==> config.mk <==
export PLATFORM = sky130hd
export DESIGN_NAME = id_ex_skid_reg
export DESIGN_NICKNAME = d
export VERILOG_FILES = /design/src/rtl/id_ex_skid_reg.sv
export SDC_FILE = /design/constraint.sdc
export NUM_CORES = 1
export LEC_CHECK = 0
export BUFFER_PORTS_ARGS = -buffer_cell sky130_fd_sc_hd__buf_2
export CAP_MARGIN = 20
export CORE_ASPECT_RATIO = 0.9
export CORE_MARGIN = 2
export CORE_UTILIZATION = 40
export DETAILED_ROUTE_END_ITERATION = 10
export GPL_ROUTABILITY_DRIVEN = 0
export HOLD_SLACK_MARGIN = 0.03
export PLACE_DENSITY = 0.73
export SKIP_CTS_REPAIR_TIMING = 1
export SYNTH_ARGS = -nofsm -noshare
export SYNTH_HDL_FRONTEND = slang
export SYNTH_SLANG_ARGS = --single-unit
==> constraint.sdc <==
create_clock -name clk -period 1.81 [get_ports clk]
set_clock_uncertainty 0.1 [all_clocks]
set_input_delay 0.362 -clock clk [delete_from_list [all_inputs] [get_ports clk]]
set_output_delay 0.362 -clock clk [all_outputs]
set_load 0.03 [all_outputs]
==> src/rtl/id_ex_skid_reg.sv <==
// ---------------------------------------------------------------------------
// id_ex_skid_reg
//
// This is the pipeline register between instruction decode and the ALU/execute
// stage. It holds two entries:
//   - The main entry drives out_*.
//   - The skid entry absorbs one extra bundle while execute stalls.
// Every output comes straight from a flop. A stall in execute therefore never
// reaches decode combinationally.
//
// Ports
//   clk, rst_n          clock (rising edge), asynchronous active-low reset
//   flush               synchronous kill of both entries (branch/jump redirect)
//   in_valid/in_ready   decode-side handshake; in_ready is registered (!skid)
//   in_alu_op .. in_reg_write
//                       operand/destination bundle from decode
//   out_valid/out_ready execute-side handshake
//   out_alu_op .. out_reg_write
//                       registered bundle from the main entry
//
// Optional feature (macro ID_EX_WB_FWD_EN)
//   This macro adds the ports in_rs1, in_rs2, in_in2_is_reg, wb_we, wb_rd and
//   wb_data. A bundle captured from the input side takes wb_data in place of a
//   register operand when the writeback targets that operand's source
//   register. Bundles that are already buffered are left as they are.
// ---------------------------------------------------------------------------
module id_ex_skid_reg #(
    parameter int unsigned XLEN = 32,
    parameter int unsigned RD_W = 5
) (
    input  logic            clk,
    input  logic            rst_n,
    input  logic            flush,

    // Decode side
    input  logic            in_valid,
    output logic            in_ready,
    input  logic [2:0]      in_alu_op,
    input  logic [XLEN-1:0] in_in1,
    input  logic [XLEN-1:0] in_in2,
    input  logic [6:0]      in_funct7,
    input  logic [4:0]      in_shamt,
    input  logic            in_is_r_type,
    input  logic [RD_W-1:0] in_rd,
    input  logic            in_reg_write,
`ifdef ID_EX_WB_FWD_EN
    input  logic [RD_W-1:0] in_rs1,
    input  logic [RD_W-1:0] in_rs2,
    input  logic            in_in2_is_reg,
    input  logic            wb_we,
    input  logic [RD_W-1:0] wb_rd,
    input  logic [XLEN-1:0] wb_data,
`endif

    // Execute side
    output logic            out_valid,
    input  logic            out_ready,
    output logic [2:0]      out_alu_op,
    output logic [XLEN-1:0] out_in1,
    output logic [XLEN-1:0] out_in2,
    output logic [6:0]      out_funct7,
    output logic [4:0]      out_shamt,
    output logic            out_is_r_type,
    output logic [RD_W-1:0] out_rd,
    output logic            out_reg_write
);

    typedef struct packed {
        logic [2:0]      alu_op;
        logic [XLEN-1:0] in1;
        logic [XLEN-1:0] in2;
        logic [6:0]      funct7;
        logic [4:0]      shamt;
        logic            is_r_type;
        logic [RD_W-1:0] rd;
        logic            reg_write;
    } bundle_t;

    // -----------------------------------------------------------------------
    // State
    // -----------------------------------------------------------------------
    logic    main_valid_q, main_valid_d;
    logic    skid_valid_q, skid_valid_d;
    bundle_t main_q, main_d;
    bundle_t skid_q, skid_d;

    // -----------------------------------------------------------------------
    // Incoming bundle, with optional writeback forwarding applied at capture
    // -----------------------------------------------------------------------
    bundle_t in_bundle;

`ifdef ID_EX_WB_FWD_EN
    logic fwd_rs1;
    logic fwd_rs2;

    always_comb begin
        fwd_rs1 = wb_we && (wb_rd != '0) && (wb_rd == in_rs1);
        fwd_rs2 = wb_we && (wb_rd != '0) && in_in2_is_reg && (wb_rd == in_rs2);
    end
`endif

    always_comb begin
        in_bundle.alu_op    = in_alu_op;
        in_bundle.in1       = in_in1;
        in_bundle.in2       = in_in2;
        in_bundle.funct7    = in_funct7;
        in_bundle.shamt     = in_shamt;
        in_bundle.is_r_type = in_is_r_type;
        in_bundle.rd        = in_rd;
        in_bundle.reg_write = in_reg_write;
`ifdef ID_EX_WB_FWD_EN
        if (fwd_rs1) begin
            in_bundle.in1 = wb_data;
        end
        if (fwd_rs2) begin
            in_bundle.in2 = wb_data;
        end
`endif
    end

    // -----------------------------------------------------------------------
    // Handshakes
    // -----------------------------------------------------------------------
    logic in_fire;
    logic out_fire;

    // The skid entry is only ever occupied while the main entry is full. So a
    // free skid entry guarantees room, whatever execute does this cycle.
    assign in_ready = !skid_valid_q;
    assign in_fire  = in_valid && in_ready;
    assign out_fire = main_valid_q && out_ready;

    // -----------------------------------------------------------------------
    // Next state
    // -----------------------------------------------------------------------
    always_comb begin
        main_valid_d = main_valid_q;
        skid_valid_d = skid_valid_q;
        main_d       = main_q;
        skid_d       = skid_q;

        if (flush) begin
            // Redirect: drop everything, including any bundle offered this
            // cycle. Payload flops keep stale data.
            main_valid_d = 1'b0;
            skid_valid_d = 1'b0;
        end else if (!main_valid_q) begin
            if (in_fire) begin
                main_valid_d = 1'b1;
                main_d       = in_bundle;
            end
        end else if (out_fire) begin
            if (skid_valid_q) begin
                // in_ready is low here, so no new bundle can compete.
                main_d       = skid_q;
                skid_valid_d = 1'b0;
            end else if (in_fire) begin
                main_d = in_bundle;
            end else begin
                main_valid_d = 1'b0;
            end
        end else if (in_fire) begin
            skid_valid_d = 1'b1;
            skid_d       = in_bundle;
        end
    end

    // -----------------------------------------------------------------------
    // Registers
    // -----------------------------------------------------------------------
    always_ff @(posedge clk or negedge rst_n) begin
        if (!rst_n) begin
            main_valid_q <= 1'b0;
            skid_valid_q <= 1'b0;
            main_q       <= '0;
            skid_q       <= '0;
        end else begin
            main_valid_q <= main_valid_d;
            skid_valid_q <= skid_valid_d;
            main_q       <= main_d;
            skid_q       <= skid_d;
        end
    end

    // -----------------------------------------------------------------------
    // Outputs
    // -----------------------------------------------------------------------
    assign out_valid     = main_valid_q;
    assign out_alu_op    = main_q.alu_op;
    assign out_in1       = main_q.in1;
    assign out_in2       = main_q.in2;
    assign out_funct7    = main_q.funct7;
    assign out_shamt     = main_q.shamt;
    assign out_is_r_type = main_q.is_r_type;
    assign out_rd        = main_q.rd;
    assign out_reg_write = main_q.reg_write;

endmodule
# After elaboration in Yosys (flattened, before gate mapping)
# Cells that the tools add are included.
dict set report word_totals {
  reg_bits 174
  input_bits 91
  elab_cells 42
}
dict set report classes {
  n_eq_ne 1
  muxes 13
  bitwise 2
  n_reduce_logical 8
}
# operator n
set ops {}
lappend ops {{2-to-1 mux 86 bit} 4}
lappend ops {{2-to-1 mux 1 bit} 9}
lappend ops {{AND reduction 2 bit} 2}
lappend ops {{AND reduction 4 bit} 1}
lappend ops {{nonzero test 3 bit} 1}
lappend ops {{logical AND 1 bit} 2}
lappend ops {{inequality test 2 x 1 -> 1 bit (second input constant)} 1}
lappend ops {{NOT 1 bit} 2}
lappend ops {{nonzero test 2 bit} 1}
lappend ops {{zero test 1 bit} 1}

# Logic depth before layout (Yosys ltp)
dict set report logic_depth {
  depth_word 7
  mapped_depth 6
  mapped_depth_nobuf 3
}

# Least setup slack after synthesis
# No wires, ideal clock.
dict set report synth_timing {
  path_kind {reg-to-reg}
  from {register main_valid_q (netlist: out_valid)}
  to {register main_q, in the netlist out_in1[0]}
  t_arrival_ns 1.658
  t_required_ns 1.637
  slack_ns -0.021
  stages_incl_launch_ff 7
  path_buffers 3
  synth_period_minus_slack_ns 1.831
  path_cell_list {dfrtp_1 > buf_2 > nand2_1 > a221oi_2 > buf_4 > buf_6 > a2bb2oi_2}
}
dict set report synth_via {
  elab_chain_len 3
  word_cells_on_any_way 4
}
# element line_no
set synth_lines {}
lappend synth_lines {{start, declared} 82} ;# logic main_valid_q, main_valid_d;
lappend synth_lines {{start signal, assigned} 178} ;# main_valid_q <= main_valid_d;
lappend synth_lines {{logical AND 1 bit} 131} ;# assign out_fire = main_valid_q && out_ready;
lappend synth_lines {{inequality test 2 x 1 -> 1 bit (no source line)} n/a}
lappend synth_lines {{AND reduction 2 bit (no source line)} n/a}
lappend synth_lines {{end signal, assigned} 180} ;# main_q <= main_d;
lappend synth_lines {{end, declared} 84} ;# bundle_t main_q, main_d;
# Parallel ways exist; a longest one is shown, timed or not.
# A chain may end at the register's enable or synchronous reset.

# Worst setup path after layout
dict set report layout_timing {
  from {register skid_valid_q}
  to {register skid_q[53] (netlist name)}
}
dict set report layout_via {
  elab_chain_len 3
}
# element line_no
set layout_lines {}
lappend layout_lines {{start, declared} 83} ;# logic skid_valid_q, skid_valid_d;
lappend layout_lines {{start signal, assigned} 179} ;# skid_valid_q <= skid_valid_d;
lappend layout_lines {{zero test 1 bit} 129} ;# assign in_ready = !skid_valid_q;
lappend layout_lines {{logical AND 1 bit} 130} ;# assign in_fire = in_valid && in_ready;
lappend layout_lines {{AND reduction 4 bit (no source line)} n/a}
lappend layout_lines {{end signal, assigned} 181} ;# skid_q <= skid_d;
lappend layout_lines {{end, declared} 85} ;# bundle_t skid_q, skid_d;
# No other way between the ends.

==> results.py <==
metrics = {
    "power": {
        "p_leak_nw": 4.03,
        "ir_drop_mv": 0.730,
        "finalPower_w": 0.0118,
        "power.density_nw_per_um2": 1300,
    },
    "setup_path": {
        "critical-path-top-delay-family": "simple AND/OR/NAND/NOR gates",
        "endpoint": "skid_q[53]$_DFFE_PN0P_",
        "reg2reg_depth": 4,
        "worstPathArrival_ns": 1.94,
        "rrSetupSlack_ns": 0.07,
        "cp_max_fo": 49,
        "critPathMaxStageDelay_ns": 0.45,
        "crit_slowest_cell": "dfrtp_2",
        "crit_buf_inv": 1,
        "crit_chain": "nor3_1 -> nand3_4 -> buf_12 -> mux2_2",
        "crit_cells": 4,
        "cp.required_ns": 2.02,
        "worstSetupPathType": "reg2reg",
        "r2r_end": "skid_q[53]$_DFFE_PN0P_",
        "r2r-start": "skid_valid_q$_DFFE_PN0P_",
        "start_kind": "flip-flop",
        "critPathLaunch": "skid_valid_q$_DFFE_PN0P_",
        "cp-end-kind": "flip-flop",
    },
    "run": {
        "cap_violations": 0,
    },
    "timing": {
        "rsz0062_at_grt": "true",
        "finalCritPeriodShare": 0.959,
        "tightest_slew_ns": 0.448,
        "fin_setup_tns_ns": 0,
        "slew_viol_final": 0,
        "slew_headroom": 0.701,
        "fmax_mhz": 576,
        "hold_viol": 0,
        "min_period_ns": 1.74,
        "setup_violations": 0,
    },
    "detailed_routing": {
        "routed-via-count": 5047,
        "finalWirelength_microns": 17400,
        "via_per_inst": 5.52,
        "firstDrtPassIters": 4,
        "drc": 0,
        "postRouteAntennaNets": 0,
        "first_iter_violations": 200,
        "routedWlPerCell_microns": 19.1,
    },
    "clocking": {
        "root_buffer": "clkbuf_16",
        "cts_htree_levels": 4,
        "clock_sinks": 174,
        "cts_made_buffers": 17,
        "cts_tree": "done",
        "cts_buffer_depth": 2,
        "clock_latency_ns": 0.42,
        "path_clk_slew_ns": 0.07,
    },
    "yosys": {
        "synth_nets": 582,
        "avgSynthCellArea_sq_um": 14.6,
        "synth-seq-cells": 174,
        "yosysSeqAreaShare": 0.607,
        "ys_types": 19,
        "netlist_instances": 491,
        "netlist_area_sq_um": 7170,
        "ys_warn_count": 0,
    },
    "global_routing": {
        "grt_pass1_wl_microns": 27900,
        "track_usage": 0.186,
        "grt_max_degree": 88,
        "grt_pass1_vias": 5349,
        "antenna_found_initial": 0,
        "grt_overflow": 0,
    },
    "finish": {
        "antenna_cells": 0,
        "fin_nets": 752,
        "drive_above_1_share": 0.536,
        "mostFrequentLayoutCells": "buf_2, dfrtp_1, o22ai_1, mux2_2, a2bb2oi_1",
        "final_common_cell": "buf_2",
        "syn2layout_area_growth_pct": 26.3,
    },
    "floorplan": {
        "num_rows": 46,
        "initial_core_util": 0.407,
        "ios": 179,
        "die_h_microns": 131,
        "die_area_sq_um": 19000,
        "core-area_sq_um": 17600,
        "dieWidth_microns": 145,
    },
    "place": {
        "hpwl_microns": 10800,
        "placement.io_buffers": 178,
    },
    "outcome": {
        "status": "finished clean",
    },
    "worst_hold_path": {
        "worst_hold_path_type": "in2reg",
    },
}
routing by layer:
| metal | global-route usage | wire, microns | vias up |
|---|---|---|---|
| li1 | - | - | 2264 |
| met1 | 0.239 | 7850 | 2594 |
| met2 | 0.306 | 8300 | 172 |
| met3 | 0.0563 | 1040 | 17 |
| met4 | 0.0623 | 232 | 0 |
| met5 | 0 | 0 | - |
synthesized netlist by cell type, drive strengths merged:
library cell	n	area (sq um)
dfrtp	174	4350
nand2b	1	6.26
nand2	1	3.75
clkbuf	15	56.3
o21ai	1	5.00
a2bb2oi	86	1000
mux2	86	968
o22ai	86	538
a211oi	1	7.51
nor3	1	5.00
a21oi	3	15.0
buf	32	180
a221oi	1	15.0
inv	2	7.51
nand3	1	5.00
final cells by class:
type                    count  area [sq um]
clock buffers              18           429
clock inverters            14           143
fillers                  1526          8550
inverters                   2          7.51
multi-input cells         268          2620
flip-flops and latches    174          4360
well taps                 240           300
repair buffers            198          1200
stage by stage:
stage	cell area (sq um)	std cells	hold WS, ns	utilization	setup slack (ns)
final	9060	914	0.0549	0.514	0.0743
after global routing	9060	914	0.0440	0.514	-0.0220
after CTS	8990	909	-0.256	0.511	-0.0183
after detailed placement	8420	877	0.210	0.478	0.0244
after global placement	8420	877	0.202	0.478	0.0967
after floorplan	7170	491	-0.0336	-	0.0648
worst register-to-register path: stages (launching register included):
cell	delay, ns
dfrtp_2	0.45
nor3_1	0.37
nand3_4	0.14
buf_12	0.21
mux2_2	0.35
logic make-up after synthesis:
| kind of cell | Yosys count | synth area share |
|---|---|---|
| buffers and inverters | 49 | 0.0340 |
| DFF | 174 | 0.607 |
| muxes | 86 | 0.135 |
| and+or+nand+nor | 4 | 0.00279 |
| AOI/OAI and AO/OA | 178 | 0.221 |
registers in the layout, indices dropped and copies added, names as in the netlist:
register,flops
out_funct7,7
out_in1,32
out_alu_op,3
out_is_r_type,1
out_shamt,5
out_in2,32
out_reg_write,1
skid_q,86
out_valid,1
out_rd,5
skid_valid_q,1
how the worst min path moves through the flow:
stage                                            to  depth (start not counted)       from  slack [ns]
after floorplan           out_alu_op[0]$_DFFE_PN0P_                          0      rst_n       -0.03
after global placement        skid_q[5]$_DFFE_PN0P_                          1      rst_n        0.20
after detailed placement      out_rd[4]$_DFFE_PN0P_                          1      rst_n        0.21
after CTS                     out_rd[4]$_DFFE_PN0P_                          1      rst_n       -0.26
after global routing       skid_valid_q$_DFFE_PN0P_                          2  out_ready        0.04
final                      skid_valid_q$_DFFE_PN0P_                          2  out_ready        0.05
where the power goes:
group	internal, W	switching [W]
logic	0.00132	0.00157
clock network	0.00203	0.00153
registers	0.00481	0.000550
Power figures use the tool's default switching activity.
